$ cat config.mk
export PLATFORM = sky130hd
export DESIGN_NAME = uart_transmitter
export DESIGN_NICKNAME = d
export VERILOG_FILES = /design/src/rtl/uart_pkg.sv /design/src/rtl/uart_baud_tick.sv /design/src/rtl/uart_transmitter.sv
export SDC_FILE = /design/constraint.sdc
export NUM_CORES = 1
export LEC_CHECK = 0
export ABC_CLOCK_PERIOD_IN_PS = 2180
export CAP_MARGIN = 30
export CORE_AREA = 2 2 71 56
export CTS_BUF_LIST = sky130_fd_sc_hd__clkbuf_4 sky130_fd_sc_hd__clkbuf_8
export CTS_CLUSTER_DIAMETER = 120
export DETAILED_ROUTE_END_ITERATION = 8
export DIE_AREA = 0 0 73 58
export PLACE_DENSITY = 0.55
export SYNTH_ARGS = -nofsm -noshare
export SYNTH_HDL_FRONTEND = slang
export SYNTH_SLANG_ARGS = --single-unit
$ cat constraint.sdc
create_clock -name i_clk -period 2.18 [get_ports i_clk]
set_clock_uncertainty 0.1 [all_clocks]
set_input_delay 0.218 -clock i_clk [delete_from_list [all_inputs] [get_ports i_clk]]
set_output_delay 0.218 -clock i_clk [all_outputs]
set_load 0.02 [all_outputs]
$ cat src/rtl/uart_pkg.sv
// Shared UART1 definitions: transmitter FSM states and serial line levels.
// The receiver imports the same line-level constants.
package uart_pkg;

  typedef enum logic [1:0] {
    IDLE  = 2'd0,
    START = 2'd1,
    DATA  = 2'd2,
    STOP  = 2'd3
  } uart_state_e;

  localparam logic LINE_IDLE  = 1'b1;
  localparam logic LINE_START = 1'b0;

endpackage

$ cat src/rtl/uart_baud_tick.sv
// Bit-period counter: o_bit_end marks the last clk of each serial bit.
// i_restart pins the count at zero so every frame starts phase-aligned.
module uart_baud_tick #(
  parameter int CLKS_PER_BIT = 1
) (
  input  logic i_clk,
  input  logic i_rst_n,
  input  logic i_restart,
  output logic o_bit_end
);

  localparam int CW = $clog2(CLKS_PER_BIT + 1);
  localparam logic [CW-1:0] LAST_CNT = CW'(CLKS_PER_BIT - 1);

  logic [CW-1:0] r_cnt;

  always_ff @(posedge i_clk) begin
    if (!i_rst_n) begin
      r_cnt <= {CW{1'b0}};
    end else if (i_restart || (r_cnt == LAST_CNT)) begin
      r_cnt <= {CW{1'b0}};
    end else begin
      r_cnt <= r_cnt + CW'(1);
    end
  end

  assign o_bit_end = (r_cnt == LAST_CNT);

endmodule

$ cat src/rtl/uart_transmitter.sv
// UART1 transmitter: start bit, MSB-first data, STOP_BITS stop bits, with a
// one-entry holding buffer so frames can run back-to-back.
module uart_transmitter
  import uart_pkg::*;
#(
  parameter int CLKS_PER_BIT = 1,
  parameter int DATA_BITS    = 8,
  parameter int STOP_BITS    = 1
) (
  input  logic                 i_clk,
  input  logic                 i_rst_n,
  input  logic [DATA_BITS-1:0] i_tx_data,
  input  logic                 i_tx_valid,
  output logic                 o_tx_ready,
  output logic                 o_tx,
  output logic                 o_busy,
  output logic                 o_done
);

  localparam int IW = $clog2(DATA_BITS + 1);
  localparam logic [IW-1:0] LAST_IDX  = IW'(DATA_BITS - 1);
  localparam logic [1:0]    LAST_STOP = 2'(STOP_BITS - 1);

  uart_state_e          r_state;
  uart_state_e          w_next;
  logic [DATA_BITS-1:0] r_buf;
  logic [DATA_BITS-1:0] r_shift;
  logic [IW-1:0]        r_idx;
  logic [1:0]           r_stop_cnt;
  logic                 r_buf_full;
  logic                 r_tx_ready;
  logic                 r_tx;
  logic                 r_busy;
  logic                 r_done;
  logic                 w_bit_end;
  logic                 w_restart;
  logic                 w_load;
  logic                 w_shift;
  logic                 w_tx;
  logic                 w_done;
  logic                 w_accept;

  assign w_accept = i_tx_valid && r_tx_ready;

  uart_baud_tick #(
    .CLKS_PER_BIT(CLKS_PER_BIT)
  ) u_baud (
    .i_clk     (i_clk),
    .i_rst_n   (i_rst_n),
    .i_restart (w_restart),
    .o_bit_end (w_bit_end)
  );

  always_ff @(posedge i_clk) begin
    if (!i_rst_n) begin
      r_state <= IDLE;
    end else begin
      r_state <= w_next;
    end
  end

  always_comb begin
    w_next    = r_state;
    w_load    = 1'b0;
    w_restart = 1'b0;
    case (r_state)
      IDLE: begin
        w_restart = 1'b1;
        if (r_buf_full) begin
          w_load = 1'b1;
          w_next = START;
        end else begin
          w_next = IDLE;
        end
      end
      START: begin
        if (w_bit_end) w_next = DATA;
        else           w_next = START;
      end
      DATA: begin
        if (w_bit_end && (r_idx == LAST_IDX)) w_next = STOP;
        else                                  w_next = DATA;
      end
      STOP: begin
        // A buffered byte chains straight into the next start bit.
        if (w_bit_end && (r_stop_cnt == LAST_STOP)) begin
          if (r_buf_full) begin
            w_load    = 1'b1;
            w_restart = 1'b1;
            w_next    = START;
          end else begin
            w_next = IDLE;
          end
        end else begin
          w_next = STOP;
        end
      end
      default: w_next = IDLE;
    endcase
  end

  always_comb begin
    w_tx    = LINE_IDLE;
    w_done  = 1'b0;
    w_shift = 1'b0;
    case (r_state)
      IDLE:  w_tx = LINE_IDLE;
      START: w_tx = LINE_START;
      DATA: begin
        w_tx    = r_shift[DATA_BITS-1];
        w_shift = w_bit_end;
      end
      STOP: begin
        w_tx   = LINE_IDLE;
        w_done = w_bit_end && (r_stop_cnt == LAST_STOP);
      end
      default: w_tx = LINE_IDLE;
    endcase
  end

  // Holding buffer: a same-cycle accept wins over the load that empties it.
  always_ff @(posedge i_clk) begin
    if (!i_rst_n) begin
      r_buf      <= {DATA_BITS{1'b0}};
      r_buf_full <= 1'b0;
      r_tx_ready <= 1'b1;
    end else if (w_accept) begin
      r_buf      <= i_tx_data;
      r_buf_full <= 1'b1;
      r_tx_ready <= 1'b0;
    end else if (w_load) begin
      r_buf_full <= 1'b0;
      r_tx_ready <= 1'b1;
    end else begin
      r_buf_full <= r_buf_full;
      r_tx_ready <= r_tx_ready;
    end
  end

  always_ff @(posedge i_clk) begin
    if (!i_rst_n) begin
      r_shift    <= {DATA_BITS{1'b0}};
      r_idx      <= {IW{1'b0}};
      r_stop_cnt <= 2'd0;
    end else begin
      if (w_load) begin
        r_shift <= r_buf;
      end else if (w_shift) begin
        r_shift <= {r_shift[DATA_BITS-2:0], 1'b0};
      end else begin
        r_shift <= r_shift;
      end
      if (r_state == START) begin
        r_idx <= {IW{1'b0}};
      end else if (w_shift) begin
        r_idx <= r_idx + IW'(1);
      end else begin
        r_idx <= r_idx;
      end
      if (r_state != STOP) begin
        r_stop_cnt <= 2'd0;
      end else if (w_bit_end) begin
        r_stop_cnt <= r_stop_cnt + 2'd1;
      end else begin
        r_stop_cnt <= r_stop_cnt;
      end
    end
  end

  // Outputs lag the state by one clk so they carry no input-to-output path.
  always_ff @(posedge i_clk) begin
    if (!i_rst_n) begin
      r_tx   <= LINE_IDLE;
      r_busy <= 1'b0;
      r_done <= 1'b0;
    end else begin
      r_tx   <= w_tx;
      r_busy <= (r_state != IDLE);
      r_done <= w_done;
    end
  end

  assign o_tx_ready = r_tx_ready;
  assign o_tx       = r_tx;
  assign o_busy     = r_busy;
  assign o_done     = r_done;

endmodule

==> flow_metrics.env, run 1 <==
export IMPL_powerDensity_mw_per_mm2=745
export IMPL_critPathMaxFanout=9
export IMPL_cts_resized_gates=0
export IMPL_rsz0062_at_grt="no"
export IMPL_min_path_type="reg -> reg"
export IMPL_cp_top_family="compound AO/OA/AOI/OAI gates"
export IMPL_post_cts_buffers=0
export IMPL_synth_cell_type_count=31
export IMPL_grt_pass1_vias=958
export IMPL_netlist_top_cells_area="dfxtp_1, a211oi_1, ha_1"
export IMPL_reg2reg_from="r_state[0]"
export IMPL_totalWireLength_um=2590
export IMPL_core_sq_mm=0.00354
export IMPL_die_width_um=73
export IMPL_regToRegEndpoint="r_shift[7]"
export IMPL_syn_area_sq_mm=0.00135
export IMPL_clkPwrFrac_pct=38.1
export IMPL_power_leakage_nw=0.647
export IMPL_die_height_um=58
export IMPL_place_congestion=0.771
export IMPL_grt_max_degree=19
export IMPL_worstRegToRegCells=5
export IMPL_worstPathArrival_ns=1.87
export IMPL_worst_slack_ns=0.396
export IMPL_synth_main_ff_cell="dfxtp_1"
export IMPL_fin_crit_sh_pct=81.8
export IMPL_seqPwrFrac_pct=50.4
export IMPL_clock_latency_ns=0.27
export IMPL_grt_pass1_wl_um=4360
export IMPL_p_sw_mw=0.283
export IMPL_synth_seq_cells=30
export IMPL_drt_pre_antenna_iters=4
export IMPL_port_buffers=14
export IMPL_cap_violations=0
export IMPL_p_int_mw=0.915
export IMPL_hold_buffers=0
export IMPL_hpwl_um=1850
export IMPL_startpoint_type="flop"
export IMPL_crit_slowest_cell="dfxtp_1"
export IMPL_hold_viol_final=0
export IMPL_root_buffer="clkbuf_8"
export IMPL_rows=19
export IMPL_ys_warn_count=0
export IMPL_cts_tree="done"
export IMPL_drtIter0Drc=42
export IMPL_worst_path_buf_inv=1
export IMPL_dieArea_sq_mm=0.00423
export IMPL_yosysTopAreaCellShare_pct=44.4
export IMPL_grtUsageTotal_pct=13.5
export IMPL_syn_nets=161
export IMPL_synth_seq_area_share_pct=44.4
export IMPL_min_to="r_buf[0]"
export IMPL_max_stage_delay_ns=0.39
export IMPL_finalSetupViolCount=0
export IMPL_num_vias=1002
export IMPL_cts_sinks=30
export IMPL_finalNetCount=177
export IMPL_synth_top_cell_by_area="dfxtp_1"
export IMPL_vias_per_cell=4.99
export IMPL_peakVddDrop_mv=0.384
export IMPL_critPathKind="reg -> reg"
export IMPL_end_kind="flop"
export IMPL_clkTransAtPathRegs_ns=0.06
export IMPL_n_antenna_cell=0
export IMPL_boundaryPins=15
export IMPL_fmax_mhz=561
export IMPL_post_route_cells_drive_above_1_share_pct=8.18
export IMPL_reg2reg_slack_ns=0.40
export IMPL_path_cells="inv_1 -> ha_1 -> nand2b_1 -> a21o_4 -> a211oi_1"
export IMPL_avgSynthCellArea_sq_um=9.52
export IMPL_synthArstFlopShare_pct=0
export IMPL_period_minus_slack_ns=1.78
export IMPL_slew_viol_final=0
export IMPL_hold_start="r_buf[0]"
export IMPL_pwr_share_comb_pct=11.5
export IMPL_status="finished, final reports clean"
export IMPL_fin_setup_tns_ns=0
export IMPL_holdPathStages=2
export IMPL_clk_path_buf_depth=2
export IMPL_drc=0
export IMPL_overflow=0
export IMPL_wl_per_cell_um=12.9
export IMPL_cp_required_ns=2.26
export IMPL_antenna_found_initial=0
export IMPL_dp_slack_ns=0.418
export IMPL_cts_made_buffers=5
export IMPL_synth_edf_count=0
export IMPL_switching_share_pct=23.6
export IMPL_htree_levels=2
export IMPL_area_growth_syn_to_layout_pct=18.9
export IMPL_synthCells=142
export IMPL_ant_nets=0
export IMPL_start_util_pct=38.2
cell usage after synthesis (all sizes together) (3+ instances only):
master / n
a211oi: 15
a21oi: 10
buf: 3
clkbuf: 3
dfxtp: 30
ha: 8
inv: 5
mux2i: 10
nand2: 20
nand2b: 6
nor2: 8
o21ai: 3
xor2: 3
final cells by class:
| cell class | count | area [sq um] |
|---|---|---|
| Tap cell | 42 | 52.6 |
| Clock buffer | 7 | 90.1 |
| Multi-Input combinational cell | 99 | 686 |
| Inverter | 7 | 26.3 |
| Clock inverter | 1 | 5.00 |
| Timing Repair Buffer | 15 | 148 |
| Sequential cell | 30 | 601 |
| Fill cell | 348 | 1930 |
state kept, by name, summed over array words and instances, names as in the netlist:
name          count
u_baud.r_cnt      1
r_buf_full        1
r_shift           8
o_tx_ready        1
r_stop_cnt        2
o_busy            1
r_state           2
o_tx              1
r_buf             8
r_idx             4
o_done            1
layer usage:
metal  vias up  GRT usage [%]  share of wire (%)
li1        523              -                  -
met1       462           20.0                 56
met2        13           18.4                 40
met3         4           4.17                2.6
met4         0           4.76                1.1
met5         -              0                  0
power by group through the flow:
stage	combinational (mW)	sequential, mW	clock [mW]
2_1_floorplan	0.0923	0.611	0
3_3_place_gp	0.134	0.615	0
3_5_place_dp	0.137	0.615	0
4_1_cts	0.138	0.603	0.472
5_1_grt	0.154	0.607	0.496
6_report	0.138	0.603	0.457
how the worst max path moves through the flow:
stage                     startpoint          to  slack, ns  cells past startpoint
final                     r_state[0]  r_shift[7]       0.40                      5
after global routing      r_state[0]  r_shift[3]       0.23                      5
after CTS                 r_state[0]  r_shift[1]       0.38                      5
after detailed placement  r_state[0]  r_shift[1]       0.42                      5
after global placement    r_state[0]  r_shift[5]       0.52                      5
after floorplan           r_state[0]  r_shift[1]       0.57                      6
metrics by stage:
step | hold WS, ns | instance area [sq um] | power (mW) | cells | utilization [%]
2_1_floorplan | 0.254 | 1350 | 0.704 | 142 | -
3_3_place_gp | 0.353 | 1510 | 0.748 | 193 | 42.7
3_5_place_dp | 0.354 | 1510 | 0.751 | 193 | 42.7
6_report | 0.359 | 1610 | 1.20 | 201 | 45.4
5_1_grt | 0.380 | 1610 | 1.26 | 201 | 45.4
4_1_cts | 0.363 | 1610 | 1.21 | 201 | 45.4
tightest hold or removal path, cell delays in order (launching register included):
cell and delay, ns:
dfxtp_1 0.31, nand2_1 0.05, a21oi_1 0.05
cell usage in the layout (no fill, tap or decap), types with 2 or more instances in the layout:
cell type / netlist / final
a211oi_1: 15 / 15
dfxtp_1: 30 / 30
clkbuf_8: 0 / 6
mux2i_1: 10 / 10
o22ai_1: 2 / 2
clkdlybuf4s50_1: 0 / 14
xor2_1: 3 / 3
nor2_1: 8 / 8
nand2_1: 20 / 20
ha_1: 8 / 8
nand3_1: 2 / 2
inv_1: 5 / 5
o21ai_0: 3 / 3
nand2b_1: 5 / 5
a21oi_1: 10 / 10
clkinv_1: 2 / 2
kinds of logic after synthesis:
logic type | Yosys count | share of synthesized area [%]
AND/OR/NAND/NOR | 42 | 16.2
adder cells (fa/ha/maj) | 8 | 7.40
XOR/XNOR | 3 | 1.94
multiplexers | 10 | 7.40
AO/OA/AOI/OAI | 35 | 17.5
flip-flops | 30 | 44.4
other | 1 | 0.277
buffers and inverters | 13 | 4.90
(Power assumes the default switching activity.)
==> inputs of run 2 (changes only) <==
- ABC_CLOCK_PERIOD_IN_PS: 2180 -> 1800
- clock period: 2.18 -> 1.8 ns (I/O delays scaled with it)
==> flow_metrics.env, run 2 (synthesis gave the netlist of run 1 again) <==
export IMPL_status="finished, final reports clean"
export IMPL_worstRegToRegCells=5
export IMPL_grt_max_degree=19
export IMPL_fin_util_pct=45.5
export IMPL_fin_crit_sh_pct=93.5
export IMPL_grt_pass1_vias=986
export IMPL_min_to="r_buf[6]"
export IMPL_hold_start="i_tx_data[6]"
export IMPL_cp_required_ns=1.88
export IMPL_drtIter0Drc=26
export IMPL_htree_levels=2
export IMPL_power_leakage_nw=0.647
export IMPL_num_vias=1011
export IMPL_boundaryPins=15
export IMPL_holdPathStages=3
export IMPL_fill_cells=334
export IMPL_fmax_mhz=594
export IMPL_worstPathArrival_ns=1.77
export IMPL_cts_tree="done"
export IMPL_final_common_cell="dfxtp_1"
export IMPL_critPathMaxFanout=9
export IMPL_min_path_type="in -> reg"
export IMPL_final_cell_mix="dfxtp_1, nand2_1, a211oi_1, clkdlybuf4s50_1"
export IMPL_clkTransAtPathRegs_ns=0.06
export IMPL_total_power_mw=1.42
export IMPL_startpoint="r_state[1]"
export IMPL_drc=0
export IMPL_end_kind="flop"
export IMPL_drt_pre_antenna_iters=4
export IMPL_cap_violations=0
export IMPL_clk_path_buf_depth=2
export IMPL_vias_per_cell=5.03
export IMPL_critPathKind="reg -> reg"
export IMPL_hpwl_um=1930
export IMPL_totalWireLength_um=2640
export IMPL_finalNetCount=178
export IMPL_hold_viol_final=0
export IMPL_place_congestion=0.709
export IMPL_clock_latency_ns=0.28
export IMPL_rows=19
export IMPL_start_util_pct=38.2
export IMPL_regToRegEndpoint="r_shift[2]"
export IMPL_reg2reg_from="r_state[1]"
export IMPL_startpoint_type="flop"
export IMPL_root_buffer="clkbuf_8"
export IMPL_cts_sinks=30
export IMPL_grtUsageTotal_pct=14.2
export IMPL_antenna_found_initial=0
export IMPL_area_growth_syn_to_layout_pct=19.2
export IMPL_finalSetupViolCount=0
export IMPL_port_buffers=14
export IMPL_ant_nets=0
export IMPL_dieArea_sq_mm=0.00423
export IMPL_slew_viol_final=0
export IMPL_post_route_cells_drive_above_1_share_pct=10.1
export IMPL_cts_made_buffers=5
export IMPL_period_minus_slack_ns=1.68
export IMPL_core_sq_mm=0.00354
export IMPL_die_width_um=73
export IMPL_fin_setup_tns_ns=0
export IMPL_wl_per_cell_um=13.1
export IMPL_n_antenna_cell=0
export IMPL_largestRegisters="r_buf (8), r_shift (8), r_idx (4)"
export IMPL_post_cts_buffers=0
export IMPL_peakVddDrop_mv=0.516
export IMPL_hold_buffers=0
export IMPL_rsz0062_at_grt="no"
export IMPL_overflow=0
export IMPL_powerDensity_mw_per_mm2=879
export IMPL_reg2reg_slack_ns=0.12
export IMPL_die_height_um=58
export IMPL_grt_pass1_wl_um=4530
run 2: cell count changes in the layout (fill, tap and decap cells not counted):
cell / previous run / this run
a211oi_1: 15 / 14
a211oi_2: 0 / 1
buf_4: 1 / 2
clkbuf_4: 1 / 2
clkbuf_8: 6 / 5
clkinv_2: 1 / 0
dfxtp_1: 30 / 29
dfxtp_2: 0 / 1
nand2b_1: 5 / 4
nand2b_2: 0 / 1
run 2: where the power goes:
group / internal, mW / switching [mW] / total [mW]
clock: 0.295 / 0.221 / 0.517
combinational: 0.0843 / 0.0848 / 0.169
sequential: 0.704 / 0.0274 / 0.732
run 2: how the worst max path moves through the flow:
| stage | depth (start not counted) | slack, ns | to |
|---|---|---|---|
| 2_1_floorplan | 6 | 0.19 | r_shift[1] |
| 3_3_place_gp | 5 | 0.13 | r_state[0] |
| 3_5_place_dp | 5 | 0.005 | r_shift[2] |
| 4_1_cts | 5 | 0.06 | r_shift[2] |
| 5_1_grt | 5 | 0.02 | r_shift[0] |
| 6_report | 5 | 0.12 | r_shift[2] |
run 2: layout make-up:
type | instances | area, sq um | area share (%)
sequential | 30 | 602 | 37.3
tap | 42 | 52.6 | 3.26
timing repair buffer | 16 | 155 | 9.62
inverter | 7 | 26.3 | 1.63
clock buffer | 7 | 83.8 | 5.20
multi-input combinational | 99 | 693 | 43.0
run 2: critical path, stage by stage (launching register included):
cell and delay, ns:
dfxtp_1 0.36, inv_1 0.11, ha_1 0.29, nand2b_2 0.26, a21o_4 0.26, a211oi_1 0.22
run 2: metrics by stage:
step / std cells / setup slack, ns / hold WS, ns / cell area, sq um
CTS: 201 / 0.0590 / 0.350 / 1610
floorplan: 142 / 0.191 / 0.216 / 1350
global placement: 194 / 0.135 / 0.354 / 1520
global route: 201 / 0.0151 / 0.359 / 1610
detailed placement: 194 / 0.00530 / 0.353 / 1520
finish: 201 / 0.116 / 0.349 / 1610
run 2: timing repair:
item                       in CTS  in global routing
setup endpoints to repair       1                  7
gates cloned                    0                  0
gates resized for setup         1                  2
pin swaps                       0                  0
run 2: routing by layer:
layer	vias up	global-route usage [%]	part of all wire [%]
met3	7	5.91	4.0
met5	-	0	0
met2	13	20.5	43
met4	0	4.76	1.4
met1	468	19.2	52
li1	523	-	-
